**config.mk**
```make
export PLATFORM = sky130hd
export DESIGN_NAME = ipctrl_vc
export DESIGN_NICKNAME = d
export VERILOG_FILES = /design/src/rtl/router_pkg.sv /design/src/rtl/ipctrl_route.sv /design/src/rtl/ipctrl_vc.sv
export SDC_FILE = /design/constraint.sdc
export NUM_CORES = 1
export LEC_CHECK = 0
export ABC_AREA = 1
export CAP_MARGIN = 10
export CELL_PAD_IN_SITES_DETAIL_PLACEMENT = 1
export CELL_PAD_IN_SITES_GLOBAL_PLACEMENT = 1
export CORE_AREA = 5 5 148 150
export CTS_BUF_LIST = sky130_fd_sc_hd__clkbuf_16
export DETAILED_ROUTE_END_ITERATION = 6
export DIE_AREA = 0 0 153 155
export PLACE_DENSITY = 0.73
export SETUP_SLACK_MARGIN = 0.2
export SLEW_MARGIN = 25
export SYNTH_ARGS = -nofsm -noshare
export SYNTH_HDL_FRONTEND = slang
export SYNTH_SLANG_ARGS = --single-unit
```
**constraint.sdc**
```tcl
create_clock -name clk -period 2 [get_ports clk]
set_clock_uncertainty 0.2 [all_clocks]
set_input_delay 0.5 -clock clk [delete_from_list [all_inputs] [get_ports clk]]
set_output_delay 0.5 -clock clk [all_outputs]
set_load 0.02 [all_outputs]
```
**src/rtl/router_pkg.sv**
```systemverilog
// router_pkg
//   Definitions shared by the router port controllers.
//   - FLIT_W             : default flit width
//   - DIR_PE/S/N/E/W     : one-hot output-port request encodings
//   - VC_BIT, YHOP_*, XHOP_* : flit header field positions
//   - hop_step()         : moves a signed 4-bit hop count one step toward zero
package router_pkg;

  localparam int FLIT_W = 64;

  // Output-port request bits: bit0 PE, bit1 S, bit2 N, bit3 E, bit4 W
  localparam logic [4:0] DIR_PE = 5'b00001;
  localparam logic [4:0] DIR_S  = 5'b00010;
  localparam logic [4:0] DIR_N  = 5'b00100;
  localparam logic [4:0] DIR_E  = 5'b01000;
  localparam logic [4:0] DIR_W  = 5'b10000;

  // Header layout
  localparam int VC_BIT   = 63;
  localparam int YHOP_MSB = 55;
  localparam int YHOP_LSB = 52;
  localparam int XHOP_MSB = 51;
  localparam int XHOP_LSB = 48;

  // Two's-complement step toward zero. A negative hop is incremented and a
  // positive one decremented, so -8 (4'b1000) becomes -7 with no overflow.
  function automatic logic [3:0] hop_step(input logic [3:0] hop);
    return hop[3] ? (hop + 4'd1) : (hop - 4'd1);
  endfunction

endpackage

```
**src/rtl/ipctrl_route.sv**
```systemverilog
// ipctrl_route
//   Combinational XY (x first) route computation for one flit.
//   Ports:
//     flit_i  in  DATA_W  incoming flit
//     dir_o   out 5       one-hot output-port request
//     flit_o  out DATA_W  flit with the consumed hop stepped toward zero;
//                         all other bits, including the VC bit, unchanged
module ipctrl_route
  import router_pkg::*;
#(
  parameter int DATA_W = FLIT_W
) (
  input  logic [DATA_W-1:0] flit_i,
  output logic [4:0]        dir_o,
  output logic [DATA_W-1:0] flit_o
);

  logic [3:0] xHop;
  logic [3:0] yHop;

  assign xHop = flit_i[XHOP_MSB:XHOP_LSB];
  assign yHop = flit_i[YHOP_MSB:YHOP_LSB];

  // X is resolved fully before Y; a flit with both hops at zero has arrived
  // and is delivered to the local PE with its hops left as they are.
  always_comb begin
    dir_o  = DIR_PE;
    flit_o = flit_i;
    if (xHop != 4'd0) begin
      dir_o                     = xHop[3] ? DIR_W : DIR_E;
      flit_o[XHOP_MSB:XHOP_LSB] = hop_step(xHop);
    end else if (yHop != 4'd0) begin
      dir_o                     = yHop[3] ? DIR_S : DIR_N;
      flit_o[YHOP_MSB:YHOP_LSB] = hop_step(yHop);
    end
  end

endmodule

```
**src/rtl/ipctrl_vc.sv**
```systemverilog
// ipctrl_vc
//   Router input-port controller with two single-flit virtual-channel
//   buffers. The global polarity picks which VC is written from the link
//   (write side = ~polarity) and which is presented to the crossbar
//   (read side = polarity).
//   Ports:
//     clk       in  1       clock
//     reset     in  1       synchronous active-high reset
//     polarity  in  1       global VC phase, toggles every cycle
//     send_in   in  1       upstream flit valid
//     data_in   in  DATA_W  upstream flit
//     ready_in  out 1       write-side VC buffer is empty
//     clear     in  1       release of the read-side buffer
//     req       out 5       one-hot output-port request of the read-side VC
//     data_out  out DATA_W  hop-updated flit of the read-side VC
//     err       out 1       sticky protocol error
//   Build option:
//     IPCTRL_ERR_EN  when defined, err latches on overflow writes and
//                    spurious clears; otherwise err is tied low.
module ipctrl_vc
  import router_pkg::*;
#(
  parameter int DATA_W = FLIT_W
) (
  input  logic              clk,
  input  logic              reset,
  input  logic              polarity,
  input  logic              send_in,
  input  logic [DATA_W-1:0] data_in,
  output logic              ready_in,
  input  logic              clear,
  output logic [4:0]        req,
  output logic [DATA_W-1:0] data_out,
  output logic              err
);

  logic [1:0]        full_q;
  logic [1:0]        full_d;
  logic [DATA_W-1:0] buf_q   [2];
  logic [DATA_W-1:0] buf_d   [2];
  logic [4:0]        route_q [2];
  logic [4:0]        route_d [2];

  logic              wrVc;
  logic              rdVc;
  logic              writeEn;
  logic              clearEn;
  logic [4:0]        routeDir;
  logic [DATA_W-1:0] routedFlit;

  assign wrVc = ~polarity;
  assign rdVc = polarity;

  // The write and read VCs always differ, so a write and a clear in the
  // same cycle never touch the same buffer.
  assign writeEn = send_in && !full_q[wrVc];
  assign clearEn = clear && full_q[rdVc];

  ipctrl_route #(
    .DATA_W (DATA_W)
  ) u_route (
    .flit_i (data_in),
    .dir_o  (routeDir),
    .flit_o (routedFlit)
  );

  // Next-state for the VC buffers. The stored flit carries the inverted VC
  // bit so it is already tagged for the next hop's VC.
  always_comb begin
    full_d  = full_q;
    buf_d   = buf_q;
    route_d = route_q;
    if (writeEn) begin
      full_d[wrVc]          = 1'b1;
      buf_d[wrVc]           = routedFlit;
      buf_d[wrVc][VC_BIT]   = ~routedFlit[VC_BIT];
      route_d[wrVc]         = routeDir;
    end
    if (clearEn) begin
      full_d[rdVc] = 1'b0;
    end
  end

  always_ff @(posedge clk) begin
    if (reset) begin
      full_q     <= 2'b00;
      buf_q[0]   <= '0;
      buf_q[1]   <= '0;
      route_q[0] <= '0;
      route_q[1] <= '0;
    end else begin
      full_q     <= full_d;
      buf_q[0]   <= buf_d[0];
      buf_q[1]   <= buf_d[1];
      route_q[0] <= route_d[0];
      route_q[1] <= route_d[1];
    end
  end

  // Outputs depend only on registers and polarity. data_out is shown even
  // when the VC is empty; req alone qualifies it.
  assign ready_in = ~full_q[wrVc];
  assign req      = full_q[rdVc] ? route_q[rdVc] : 5'b00000;
  assign data_out = buf_q[rdVc];

`ifdef IPCTRL_ERR_EN
  logic errEvent;
  logic err_q;
  logic err_d;

  // Overflow: sending into a full write-side VC. Spurious clear: clearing
  // an empty read-side VC. Either one latches until reset.
  assign errEvent = (send_in && full_q[wrVc]) || (clear && !full_q[rdVc]);

  always_comb begin
    err_d = err_q;
    if (errEvent) begin
      err_d = 1'b1;
    end
  end

  always_ff @(posedge clk) begin
    if (reset) begin
      err_q <= 1'b0;
    end else begin
      err_q <= err_d;
    end
  end

  assign err = err_q;
`else
  assign err = 1'b0;
`endif

endmodule

```
==> metrics.md <==
| Metric | Value |
|---|---|
| Initial DRC count | `238` |
| DR pass1 iterations | `4` |
| Pwr Density | `764 nW/µm²` |
| CTS buffer count | `17` |
| Number of synthesized flops with an enable pin | `0` |
| Logic pwr share | `22.9%` |
| Post-synthesis mux area share | `0%` |
| DR vias | `6411` |
| Die width | `153 µm` |
| Max IR drop VDD | `0.556 mV` |
| Top cells by count, synth | `o21ai_0, dfxtp_1, nand2_1` |
| Net load switching power | `2.37 mW` |
| Async S/R FF share, synth | `0%` |
| Fraction of layout cells with a size suffix above 1 | `40.2%` |
| Htree depth | `4` |
| Die area | `23700 µm²` |
| Count leader, synth | `o21ai_0` |
| PortBufs | `138` |
| Sequential power share | `37.7%` |
| Violated checks | `setup timing` |
| Leakage | `4.64 nW` |
| Hold Fails Final Rpt | `0` |
| Chip height | `155 µm` |
| Max_cap viols | `0` |
| Slew Limit Fails | `0` |
| Worst EP required | `1300 ps` |
| Final ANT Viol Nets | `0` |
| Seq/Total Area, Yosys | `46.5%` |
| Crit share post-route | `100%` |
| Nets | `1120` |
| Yosys reg bits | `140` |
| Syn nets | `924` |
| Avg Synthesized Cell Area | `7.12 µm²` |
| Synth top area cells | `dfxtp_1, o21ai_0, nand2_1` |
| Met3 usage | `3.59%` |
| Global route total overflow | `0` |
| Clock Latency Late Sink | `410 ps` |
| Via density | `4.82` |
| F_max | `0.498 GHz` |
| Global-route wire length before repair | `33000 µm` |
| Hold Crit Class | `flop to flop` |
| Starting Density | `29.3%` |
| Post-synthesis compound-gate area fraction | `23.0%` |
| DR WL/cell | `17.7 µm` |
| TritonCTS clock tree | `built` |
| Cts hold-fix bufs | `0` |
| Non-Filler Instances | `1331` |
| Rows | `53` |
| Worst Path Max Fanout | `7` |
| WL final | `23500 µm` |
| Fin worst setup slack | `-9.08 ps` |
| CTS Buffer Depth | `2` |
| Worst Setup Path Type | `primary input to primary output` |
| Minimum clock period | `2010 ps` |
| Final setup violating endpoints | `1` |
| Inst Count DP | `1256` |
| CP Capture Type | `primary output` |
| XOR/XNOR Fraction of Synth Area | `0.145%` |
| GR Util All Layers | `17.1%` |
| Post-DP HPWL | `12800 µm` |
| Synth Area in Simple Gates | `17.5%` |
| Post-synth top area share | `46.5%` |
| Worst path arrival time | `1310 ps` |
| Number of diodes | `0` |
| Synth Instances | `847` |
| Layer carrying the most global-route usage | `met2` |
| RSZ-0062 raised after global routing | `true` |
| Clock share of power | `39.4%` |
| Routability congestion estimate | `0.754` |
| Synth area leader | `dfxtp_1` |
| Antenna violations before repair | `0` |
| CP Launch Type | `primary input` |
| Place WS | `-599 ps` |
| Cell Int Power | `5.87 mW` |
| Clock transition at the registers of the reported paths | `60 ps` |
| Synth Area in Adders | `1.91%` |
| I/O pins | `140` |
| Residual DRC | `0` |
| Synth cell types | `23` |
| Vias in the first global route | `6342` |
| Met1 usage | `21.0%` |
| Synth warn | `0` |
| Fill cells | `2324` |
| Final core occ | `52.5%` |
| Largest net degree at the start of global routing | `67` |
| Status | `finished, violations left` |
| Core Box Area | `20600 µm²` |
| Syn-to-layout area delta | `78.9%` |
| Mapped cell area | `6030 µm²` |
| Sw Ratio | `28.7%` |
| Top_reg_cell synth | `dfxtp_1` |
| Global Route met2 Usage | `31.3%` |
| Root Driver | `clkbuf_16` |
| TritonCTS Sinks | `140` |
| Largest family of logic cells by synthesized area | `compound AO/OA/AOI/OAI gates` |
==> state kept, by name (all words and copies together) (netlist names) <==
register  flops
buf_q       128
full_q        2
route_q      10
==> layout by cell type (no fill, tap or decap), types with 10 or more instances in the layout <==
cell type        count
nor2_1             123
dfxtp_1            116
nand2_1             83
buf_6               73
a21oi_1             71
o21ai_0             68
clkdlybuf4s50_1     62
inv_1               60
o21ai_2             53
o21ai_4             49
buf_4               42
clkbuf_16           32
inv_2               30
nand2_2             29
dfxtp_2             24
o21ai_1             22
buf_12              21
nand2_4             18
buf_16              12
nand3_1             11
a21oi_2             10
==> worst max-delay path: stages <==
cell	delay (ps)
buf_16	140
buf_12	130
nand2_1	100
o21ai_4	80
buf_4	140
nand2_2	60
inv_2	40
buf_6	120
==> stage by stage <==
stage,total power [mW],hold WS (ps),TNS [ps],instance area [µm²]
finish,8.24,254,-9.08,10800
global route,8.58,274,-1170,10800
CTS,7.98,257,-175,9760
detailed placement,4.45,247,-51210,8150
global placement,4.42,239,-48810,8150
floorplan,3.82,231,0,6190
==> final timing paths <==
path | from | end | slack (ps) | cells past startpoint
setup / recovery | polarity | req[0] | -9 | 8
hold / removal | buf_q[103]$_SDFFE_PP0P_ | buf_q[103]$_SDFFE_PP0P_ | 250 | 2
setup reg to reg | full_q[0]$_SDFF_PP0_ | buf_q[106]$_SDFFE_PP0P_ | 40 | 12
hold reg to reg | buf_q[103]$_SDFFE_PP0P_ | buf_q[103]$_SDFFE_PP0P_ | 250 | 2
==> kinds of logic (layout without fill, tap and decap cells) <==
family                     count (synthesis)  count (layout)
AOI/OAI and AO/OA                        276             276
xor gates and xnor gates                   1               1
adders and majority gates                  8               8
buffers and inverters                    152             361
DFF                                      140             140
other                                      1               1
and+or+nand+nor                          269             269
==> power groups by stage <==
stage	clock [mW]	combinational (mW)	sequential, mW
2_1_floorplan	0	0.713	3.10
3_3_place_gp	0	1.29	3.12
3_5_place_dp	0	1.32	3.13
4_1_cts	3.30	1.60	3.08
5_1_grt	3.43	2.03	3.12
6_report	3.25	1.89	3.10
==> area by class of cell <==
class | instances | area (µm²) | share of cell area [%]
Clock inverter | 15 | 171 | 1.59
Multi-Input combinational cell | 555 | 3600 | 33.3
Sequential cell | 140 | 2830 | 26.3
Tap cell | 275 | 344 | 3.19
Clock buffer | 17 | 425 | 3.94
Timing Repair inverter | 3 | 28.8 | 0.267
Timing Repair Buffer | 235 | 3030 | 28.1
Inverter | 91 | 359 | 3.33
==> metal layers <==
| metal | vias up | routed length [µm] |
|---|---|---|
| met5 | - | 0 |
| met4 | 0 | 162 |
| met3 | 13 | 677 |
| met2 | 123 | 12400 |
| met1 | 3138 | 10200 |
| li1 | 3137 | - |
==> timing repair <==
item                       in CTS  in global routing
gates resized for setup       574                205
pin swaps                      36                 22
gates cloned                   10                 18
setup endpoints to repair      77                154
buffers inserted                9                  6
No activity file was read; power rests on OpenSTA's default activity.
